`src/rtl/detect_count_bcd_display.sv`:
```
// Counts rising edges of the pattern detector's output in a 4-digit BCD counter
// and drives a multiplexed common-anode 7-segment display. DETECT_COUNT_LZ_BLANK_EN enables leading-zero blanking.
module detect_count_bcd_display #(
  parameter int REFRESH_DIV = 100000,
  parameter int RD_W        = 17
) (
  input  logic        clk,
  input  logic        rst_n,
  input  logic        detect,
  input  logic        clr,
  output logic [15:0] count_bcd,
  output logic        wrap,
  output logic [3:0]  an,
  output logic [6:0]  seg,
  output logic        dp
);

  localparam logic [RD_W-1:0] RC_LAST = RD_W'(REFRESH_DIV - 1);

  logic            detect_d;
  logic            inc;
  logic [16:0]     inc_res;
  logic [RD_W-1:0] rc;
  logic            rc_tc;
  logic [1:0]      sel;
  logic [1:0]      sel_nxt;
  logic [3:0]      an_nxt;
  logic [6:0]      seg_nxt;

  // Ripple BCD increment; returns {carry_out, next_value}. Codes >= 9 roll to 0.
  function automatic logic [16:0] bcd_inc(input logic [15:0] v);
    logic [15:0] r;
    logic        c;
    c = 1'b1;
    r = v;
    for (int i = 0; i < 4; i++) begin
      if (c) begin
        if (v[i*4 +: 4] >= 4'd9) begin
          r[i*4 +: 4] = 4'd0;
        end else begin
          r[i*4 +: 4] = v[i*4 +: 4] + 4'd1;
          c = 1'b0;
        end
      end
    end
    return {c, r};
  endfunction

  function automatic logic [6:0] seg_decode(input logic [3:0] d);
    logic [6:0] s;
    case (d)
      4'd0:    s = 7'b1000000;
      4'd1:    s = 7'b1111001;
      4'd2:    s = 7'b0100100;
      4'd3:    s = 7'b0110000;
      4'd4:    s = 7'b0011001;
      4'd5:    s = 7'b0010010;
      4'd6:    s = 7'b0000010;
      4'd7:    s = 7'b1111000;
      4'd8:    s = 7'b0000000;
      4'd9:    s = 7'b0010000;
      default: s = 7'b1111111;
    endcase
    return s;
  endfunction

  function automatic logic lz_blank(input logic [15:0] v, input logic [1:0] s);
    logic b;
    case (s)
      2'd3:    b = (v[15:12] == 4'd0);
      2'd2:    b = (v[15:8] == 8'd0);
      2'd1:    b = (v[15:4] == 12'd0);
      default: b = 1'b0;
    endcase
    return b;
  endfunction

  // Stage p0: edge detect and BCD counter
  assign inc     = detect & ~detect_d;
  assign inc_res = bcd_inc(count_bcd);

  always_ff @(posedge clk or negedge rst_n) begin
    if (!rst_n) begin
      detect_d  <= 1'b0;
      count_bcd <= 16'h0000;
      wrap      <= 1'b0;
    end else begin
      detect_d <= detect;
      if (clr) begin
        count_bcd <= 16'h0000;
        wrap      <= 1'b0;
      end else if (inc) begin
        count_bcd <= inc_res[15:0];
        wrap      <= inc_res[16];
      end else begin
        wrap      <= 1'b0;
      end
    end
  end

  // Stage p1: refresh timebase and digit-select FSM; an/seg registered with sel
  assign rc_tc = (rc == RC_LAST);

  always_ff @(posedge clk or negedge rst_n) begin
    if (!rst_n) begin
      rc  <= '0;
      sel <= 2'd0;
      an  <= 4'b1110;
      seg <= 7'b1000000;
    end else begin
      rc  <= rc_tc ? '0 : rc + RD_W'(1);
      sel <= sel_nxt;
      if (rc_tc) begin
        an  <= an_nxt;
        seg <= seg_nxt;
      end
    end
  end

  always_comb begin
    sel_nxt = sel;
    if (rc_tc) sel_nxt = sel + 2'd1;
  end

  always_comb begin
    an_nxt          = 4'b1111;
    an_nxt[sel_nxt] = 1'b0;
    seg_nxt         = seg_decode(count_bcd[sel_nxt*4 +: 4]);
`ifdef DETECT_COUNT_LZ_BLANK_EN
    if (lz_blank(count_bcd, sel_nxt)) seg_nxt = 7'b1111111;
`endif
  end

`ifndef DETECT_COUNT_LZ_BLANK_EN
  logic lz_unused;
  assign lz_unused = lz_blank(count_bcd, sel_nxt);
`endif

  assign dp = 1'b1;

endmodule
```
`config.mk`:
```
export PLATFORM = sky130hd
export DESIGN_NAME = detect_count_bcd_display
export DESIGN_NICKNAME = d
export VERILOG_FILES = /design/src/rtl/detect_count_bcd_display.sv
export SDC_FILE = /design/constraint.sdc
export NUM_CORES = 1
export LEC_CHECK = 0
export CAP_MARGIN = 20
export CORE_MARGIN = 2
export CORE_UTILIZATION = 40
export DETAILED_ROUTE_END_ITERATION = 7
export SKIP_CTS_REPAIR_TIMING = 1
export SYNTH_ARGS = -nofsm -noshare
export SYNTH_HDL_FRONTEND = slang
export SYNTH_SLANG_ARGS = --single-unit
```
`constraint.sdc`:
```
create_clock -name clk -period 6 [get_ports clk]
set_input_delay 0.9 -clock clk [delete_from_list [all_inputs] [get_ports clk]]
set_output_delay 0.9 -clock clk [all_outputs]
set_load 0.05 [all_outputs]
```
* Word-level counts from Yosys, hierarchy flattened
Memory sizes are Yosys's and may differ from the RTL's. A register that Yosys moved wholly into a read port is not among the register bits. Cells that the tools add are included.
Storage, ports and cells: register bits 41, latch bits 0, RAM bits 0, memory bits (read-only) 112, input bits 4, word-level logic and storage cells 58, memories 1
Operators by class: add/subtract/negate cells 6, multiply operators 0, divide/modulo/power cells 0, order comparisons 6, eq/ne operators 1, shifts and indexed selects 1, muxes and demuxes 22, bitwise gates (word level) 3, reductions and logical operators 9
Memory list:
- (name not given) | depth 16, bits a word 7, read ports 1, clocked after Yosys merged registers in 1, wr ports 0, RTL line 51 | case (d)
Operators with widths (number):
- 2-to-1 mux 16 bit | 2
- 2-to-1 mux 4 bit | 7
- adder 17 x 1 -> 17 bit (second input constant) | 1
- equality test 17 bit (second input constant) | 1
- 2-to-1 mux 17 bit | 1
- adder 4 x 1 -> 4 bit (second input constant) | 4
- >= comparator 4 bit (second input constant) | 4
- indexed part select 16 x 5 -> 4 bit | 1
- 2-to-1 mux 1 bit | 10
- nonzero test 2 bit | 4
- AND reduction 2 bit | 3
- inverter 4 bit | 1
- < comparator 2 x 3 -> 1 bit (second input constant) | 1
- adder 2 x 1 -> 2 bit (second input constant) | 1
- demux 1 bit (select 2 bit) | 1
- >= comparator 2 x 1 -> 1 bit (second input constant) | 1
- 2-to-1 mux 2 bit | 1
- bitwise AND 1 bit | 1
- logical AND 1 bit | 1
- logical NOT 1 bit | 1
- inverter 1 bit | 1

* Longest topological paths before layout
Gate-level depths: netlist (run 1).
word-level depth 7, gate-level depth with buffers 13, depth with buffers taken out 11

* Worst setup path before layout (run 1)
OpenSTA, ideal clock, no wires.
kind register to register, start register rc[0], end register seg[3], library setup time 121 ps, arrival 2534 ps, data required time 5879 ps, path slack 3345 ps, stages on the path, launching flop included 14, buffers on the path 2, clock period less this slack 2655 ps, cell sequence dfrtp_1 ha_1 and4_1 and4_1 buf_4 buf_4 mux2i_1 a311oi_1 o21ai_2 ha_1 inv_1 o21ai_0 nand2_1 o22a_1
On the way: longest elaborated chain between the ends 3
Ends and longest elaborated chain:
- start: declaration | RTL line 23 | logic [RD_W-1:0] rc;
- start signal: assignment | RTL line 111 | rc <= rc_tc ? '0 : rc + RD_W'(1);
- equality test 17 bit (*) | RTL line 102 | assign rc_tc = (rc == RC_LAST);
- 2-to-1 mux 2 bit | RTL line 122 | if (rc_tc) sel_nxt = sel + 2'd1;
- indexed part select 16 x 5 -> 4 bit | RTL line 128 | seg_nxt = seg_decode(count_bcd[sel_nxt*4 +: 4]);
- end: declaration | RTL line 14 | output logic [6:0] seg,
Every way passes the cells marked *; elsewhere a longest branch is shown, timed or not. A chain may end at the register's enable or synchronous reset.

* Worst setup path after layout (run 1)
Ends and elaborated chain as after synthesis.

==> key figures, run 1 <==
Synthesis
  • Syn_nets: 318
  • Post-Synthesis Cell Area: 2770 um^2
  • Cells taking the most area after synthesis: dfrtp_1 (40%), ha_1 (6.3%), nor2_1 (5.3%)
  • Post-Syn Area per Cell: 9.25 um^2
  • Synth top area share: 0.397
  • Leading area contributor after synthesis: dfrtp_1
  • Post-synthesis cell type count: 50
  • Post-synthesis register bit count: 48
  • Synthesis Warnings: 0
  • Register area share after synthesis: 0.435
  • Post-Syn Instances: 300

Route
  • Routed WL per cell: 13.5 um
  • Antenna-violating nets left: 0
  • Number of DRC markers in iteration 0: 97
  • Number of remaining DRC errors: 0
  • Post-Route WL: 5520 um
  • Router iterations before antenna repair: 4
  • Vias: 2131
  • Number of vias per cell: 5.22

Timing
  • Fin crit period: 3.05 ns
  • Setup TNS: 0 ns
  • Hold Vio Cnt, Final: 0
  • Pins Over Slew Limit: 0
  • Max Fclk: 327 MHz
  • Rel. slew slack: 0.665
  • Period utilization: 0.509
  • # setup viols final: 0
  • Final hold slack: 0.479 ns
  • Worst-Margin Slew: 0.501 ns
  • Clk_skew: 0.00686 ns
  • RSZ-0062 raised after global routing: no

CTS
  • TritonCTS Sinks: 48
  • Num CTS Buffers: 5
  • Clock Tree Root: clkbuf_8
  • CTS H-tree lvls: 2
  • Max Buffers Root-to-Sink: 2
  • Clock latency on the worst-skew pair: 0.31 ns
  • Clock-pin slew on the worst setup and hold paths: 0.10 ns
  • CTS tree: yes

Global route
  • Remaining Overflow, GRT: 0
  • Vias in the first global route: 2063
  • Total track usage: 0.160
  • Met1 usage: 0.221
  • Met2 Usage GRT: 0.243
  • Initial antenna violation count: 0
  • Pin count of the biggest net entering global routing: 49
  • Gr busiest metal: met2
  • Global-route wire length before repair: 9580 um
  • Global Route met3 Usage: 0.0341

Finish
  • Most frequent cells in the layout: dfrtp_1 (44), nor2_1 (39), nand2_1 (34), clkdlybuf4s50_1 (30), nand3_1 (16)
  • ANT cells: 0
  • Area delta synth->final: 16.1%
  • Layout Nets: 345
  • Share of cells above drive strength 1: 0.0793
  • Fillcell total: 668
  • Most common cell after layout, fill and taps aside: dfrtp_1

Setup path
  • Critical path class: reg -> reg
  • Critical Path AT: 3.25 ns
  • R2r setup slk: 2.95 ns
  • Reg2reg path depth: 10
  • CP max FO: 28
  • Worst Path Required: 6.20 ns
  • Critical Path Sink Type: flop
  • CP Launch Type: flop

Power
  • Pleak: 1.34 nW
  • VDD IR-drop max: 0.105 mV
  • Pwr Density: 182 nW/um^2

Die
  • Chip Width: 87.3 um
  • Rows: 30
  • Starting density of the core: 0.411
  • Die Ht: 87.3 um
  • I/O pin cnt: 33
  • Die area: 7620 um^2
  • CORE AREA: 6760 um^2

Placed design
  • HPWL reported at the end of detailed placement: 3970 um
  • Placer congestion estimate: 0.771
  • Buffers added on ports: 31

Run
  • Max cap viols: 0

Outcome
  • Outcome: finished clean

Hold path
  • Hold/Removal Path Class: reg -> reg
  • Worst Hold Path Cells: 2
sequential cells by signal, summed over array words and instances (netlist names):
| name | flops |
|---|---|
| an | 4 |
| count_bcd | 16 |
| detect_d | 1 |
| rc | 17 |
| seg | 7 |
| sel | 2 |
| wrap | 1 |
Yosys cell counts (all sizes together):
library cell and number:
dfrtp 44, nor2 39, nand2 34, nand3 16, a21oi 15, inv 15, o21ai 15, ha 14
mux2i 12, xnor2 9, clkbuf 8, xor2 8, nor2b 6, nor3 6, buf 5, nand4 5
o31ai 5, and2 4, dfstp 4, nand2b 4, or2 4, a22oi 2, a311oi 2, a41oi 2
and4 2, o2111ai 2, o31a 2, or3 2, a211oi 1, a221oi 1, a22o 1, a31oi 1
a32o 1, a32oi 1, and3b 1, and4b 1, conb 1, nand3b 1, nor4 1, nor4bb 1
o22a 1, o22ai 1
stage by stage:
step,total power [W],util,cell area (um^2),instances,setup slack [ns]
after floorplan,0.000371,-,2770,300,3.35
final,0.000585,0.477,3220,408,2.95
after global placement,0.000390,0.460,3110,399,3.03
after CTS,0.000592,0.474,3200,407,2.93
after global routing,0.000614,0.477,3220,408,2.65
after detailed placement,0.000391,0.460,3110,399,2.95
critical path, cell delays in order (launching register included):
cell	delay, ns
dfrtp_1	0.40
ha_1	0.22
and4_1	0.26
and4_1	0.51
buf_4	0.41
mux2i_1	0.12
a22o_1	0.27
a221oi_4	0.32
or2_4	0.21
o21ai_1	0.06
o22a_1	0.17
path summary, 6_finish.rpt:
| kind | startpoint | endpoint |
|---|---|---|
| min | seg[2] | seg[2] |
| min in group asynchronous | rst_n | rc[4] |
| max in group asynchronous | rst_n | an[2] |
| max reg2reg | rc[0] | seg[3] |
| min reg2reg | seg[2] | seg[2] |
| max | rc[0] | seg[3] |
where the power goes:
group          switching, W  total [W]  internal [W]  leakage [nW]
logic             0.0000350  0.0000521     0.0000171         0.659
registers        0.00000642   0.000333      0.000327         0.636
clock network      0.000117   0.000199     0.0000827        0.0404
total              0.000158   0.000585      0.000426          1.34
metal layers:
layer,routed length (um),vias to the layer above
met5,0,-
met4,102,0
met3,141,9
met2,2470,25
met1,2800,1006
li1,-,1091
cell families (layout without fill, tap and decap cells):
family	count (synthesis)	count (layout)	share of synthesized area
AND/OR/NAND/NOR	127	127	0.220
buffers and inverters	28	56	0.0487
other	1	1	0.00135
XOR/XNOR	17	17	0.0537
flip-flops	48	48	0.435
adder cells (fa/ha/maj)	14	14	0.0631
multiplexers	12	12	0.0433
AO/OA/AOI/OAI	53	53	0.135
cell type report:
cell class                 count  area, um^2  share of cell area
clock buffer                   5        68.8              0.0214
clock inverter                 3        23.8             0.00738
inverter                      15        56.3              0.0175
multi-input combinational    224        1430               0.445
sequential                    48        1210               0.375
tap                           80         100              0.0311
timing repair buffer          33         333               0.103
Power figures use the tool's default switching activity.
==> run 2: changes to the inputs <==
==> constraint.sdc (replaced) <==
create_clock -name clk -period 2.5 [get_ports clk]
set_input_delay 0.375 -clock clk [delete_from_list [all_inputs] [get_ports clk]]
set_output_delay 0.375 -clock clk [all_outputs]
set_load 0.05 [all_outputs]
==> key figures, run 2 (synthesis gave the netlist of run 1 again) <==
Placed design
  • Placed cell area: 3310 um^2 (+6.6%)
  • Buffers added on ports: 31 (unchanged)
  • Pre-CTS setup slack: -0.0404 ns (-2.99 ns)
  • Placer congestion estimate: 0.803 (+4.2%)
  • Placed Instances: 421 (+5.5%)
  • HPWL reported at the end of detailed placement: 4300 um (+8.3%)

Outcome
  • Outcome: finished clean

Power
  • VDD IR-drop max: 0.279 mV (+170%)
  • Total power: 0.00140 W (+140%)
  • Pwr Density: 397 nW/um^2 (+120%)
  • Pleak: 1.50 nW (+12%)

Finish
  • Area of the multi-input gates: 1500 um^2 (+5.0%)
  • Area delta synth->final: 27.0%
  • Final instance area: 3520 um^2 (+9.4%)
  • ANT cells: 0 (unchanged)
  • Layout Nets: 369 (+7.0%)
  • Non-filler cells, final: 432 (+5.9%)
  • Largest registers: rc (17), count_bcd (16), seg (7)
  • Most common cell after layout, fill and taps aside: dfrtp_1
  • Sequential cell area: 1210 um^2 (unchanged)
  • Max reg flops: 17 (unchanged)
  • Most flops, register: rc
  • Fillcell total: 654 (-2.1%)
  • Most frequent cells in the layout: dfrtp_1 (44), nor2_1 (38), nand2_1 (34), clkdlybuf4s50_1 (30), buf_4 (20)
  • Share of cells above drive strength 1: 0.170 (+0.0912)

Die
  • Starting density of the core: 0.411 (unchanged)
  • Chip Width: 87.3 um (unchanged)
  • I/O pin cnt: 33 (unchanged)
  • Rows: 30 (unchanged)
  • CORE AREA: 6760 um^2 (unchanged)
  • Die area: 7620 um^2 (unchanged)
  • Die Ht: 87.3 um (unchanged)

Setup path
  • Critical Path Sink Type: flop
  • Worst Path Required: 2.69 ns (-3.51 ns)
  • CP Launch Type: flop
  • Critical Path Most Common Cell: and4_4
  • CP max FO: 5 (-82%)
  • Critical path's slowest cell: dfrtp_1
  • Critical Path AT: 2.65 ns (-0.60 ns)
  • Cells along the critical path: ha_4 -> and4_4 -> and4_4 -> clkbuf_16 -> or3_4 -> o2111ai_2 -> o21ai_2 -> ha_1 -> inv_1 -> o21ai_1 -> nand2_1 -> o22a_1
  • Max incr delay on CP: 0.42 ns (-0.09 ns)
  • Critical path class: reg -> reg
  • R2r setup slk: 0.04 ns (-2.90 ns)

Timing
  • Period utilization: 0.983 (+0.473)
  • RSZ-0062 raised after global routing: yes
  • Worst-Margin Slew: 0.548 ns (+0.0463 ns)
  • # setup viols final: 0 (unchanged)
  • Hold Vio Cnt, Final: 0 (unchanged)
  • Setup slack after layout: 0.0437 ns (-2.90 ns)
  • Max Fclk: 407 MHz (+24%)
  • Rel. slew slack: 0.635 (-0.0298)
  • Fin crit period: 2.46 ns (-0.598 ns)
  • Pins Over Slew Limit: 0 (unchanged)
  • Clk_skew: 0.00920 ns (+0.00234 ns)

Route
  • Number of DRC markers in iteration 0: 86 (-11%)
  • Post-Route WL: 5900 um (+6.9%)
  • Routed WL per cell: 13.7 um (+1.0%)
  • Number of vias per cell: 5.18 (-0.90%)
  • Vias: 2236 (+4.9%)
  • Antenna-violating nets left: 0 (unchanged)
  • Router iterations before antenna repair: 4 (unchanged)
  • Number of remaining DRC errors: 0 (unchanged)

Global route
  • Vias in the first global route: 2059 (-0.19%)
  • Remaining Overflow, GRT: 0 (unchanged)
  • Initial antenna violation count: 0 (unchanged)
  • Global-route wire length before repair: 9630 um (+0.50%)
  • Pin count of the biggest net entering global routing: 27 (-45%)
  • Total track usage: 0.161 (+0.00136)

CTS
  • CTS H-tree lvls: 2 (unchanged)
  • TritonCTS Sinks: 48 (unchanged)
  • Max Buffers Root-to-Sink: 2 (unchanged)
  • Clock Tree Root: clkbuf_8
  • Clock-pin slew on the worst setup and hold paths: 0.10 ns (about the same)
  • CTS tree: yes
  • Clock latency on the worst-skew pair: 0.31 ns (about the same)
  • Num CTS Buffers: 5 (unchanged)

Run
  • Max cap viols: 0 (unchanged)

Hold path
  • Hold/Removal Path Class: in -> async
## run 2: cell types whose count changed in the layout (fill, tap and decap cells not counted), moves of 2 or more
| cell | previous run | this run |
|---|---|---|
| and4_1 | 2 | 0 |
| and4_4 | 0 | 2 |
| buf_4 | 1 | 20 |
| buf_6 | 0 | 2 |
| clkbuf_16 | 0 | 2 |
| clkinv_2 | 0 | 2 |
| clkinvlp_4 | 2 | 0 |
| o2111ai_1 | 2 | 0 |
| o2111ai_2 | 0 | 2 |
## run 2: final cells by class
cell class,count,area share
flip-flops and latches,48,0.342
clock inverters,3,0.00533
multi-input cells,224,0.427
well taps,80,0.0284
inverters,15,0.0160
repair buffers,57,0.161
clock buffers,5,0.0195
## run 2: metal layers
layer / vias to the layer above / wire length, um / track usage
met5: - / 0 / 0
met4: 0 / 89 / 0.0587
met3: 8 / 152 / 0.0246
met2: 30 / 2710 / 0.258
met1: 1062 / 2950 / 0.220
li1: 1136 / - / -
## run 2: critical path, delay by kind of cell (launching register included)
family          cells  cell delay (ns)
simple gates        4             0.82
fa+ha+maj           2             0.48
compound gates      4             0.44
flops               1             0.42
buf+inv             2             0.20
## run 2: path summary, 6_finish.rpt
| check | start | to | cells after the start |
|---|---|---|---|
| max | rc[1] | seg[3] | 12 |
| min | rst_n | rc[14] | 1 |
| max reg2reg | rc[1] | seg[3] | 12 |
| min reg2reg | seg[6] | seg[6] | 2 |
| max in group asynchronous | rst_n | an[1] | 2 |
| min in group clk | seg[6] | seg[6] | 2 |
## run 2: metrics by stage
step            util  hold WS [ns]  TNS [ns]
2_1_floorplan      -        0.0794  -0.00313
3_3_place_gp   0.490         0.398         0
3_5_place_dp   0.490         0.396   -0.0697
4_1_cts        0.503        0.0557    -0.189
5_1_grt        0.521        0.0732    -0.208
6_report       0.521        0.0404         0
## run 2: where the power goes
part | internal (W) | switching (W) | total (W) | leakage, nW
Sequential | 0.000784 | 0.0000145 | 0.000799 | 0.636
Clock | 0.000195 | 0.000269 | 0.000464 | 0.0479
Combinational | 0.0000469 | 0.0000875 | 0.000134 | 0.811
Total | 0.00103 | 0.000371 | 0.00140 | 1.50
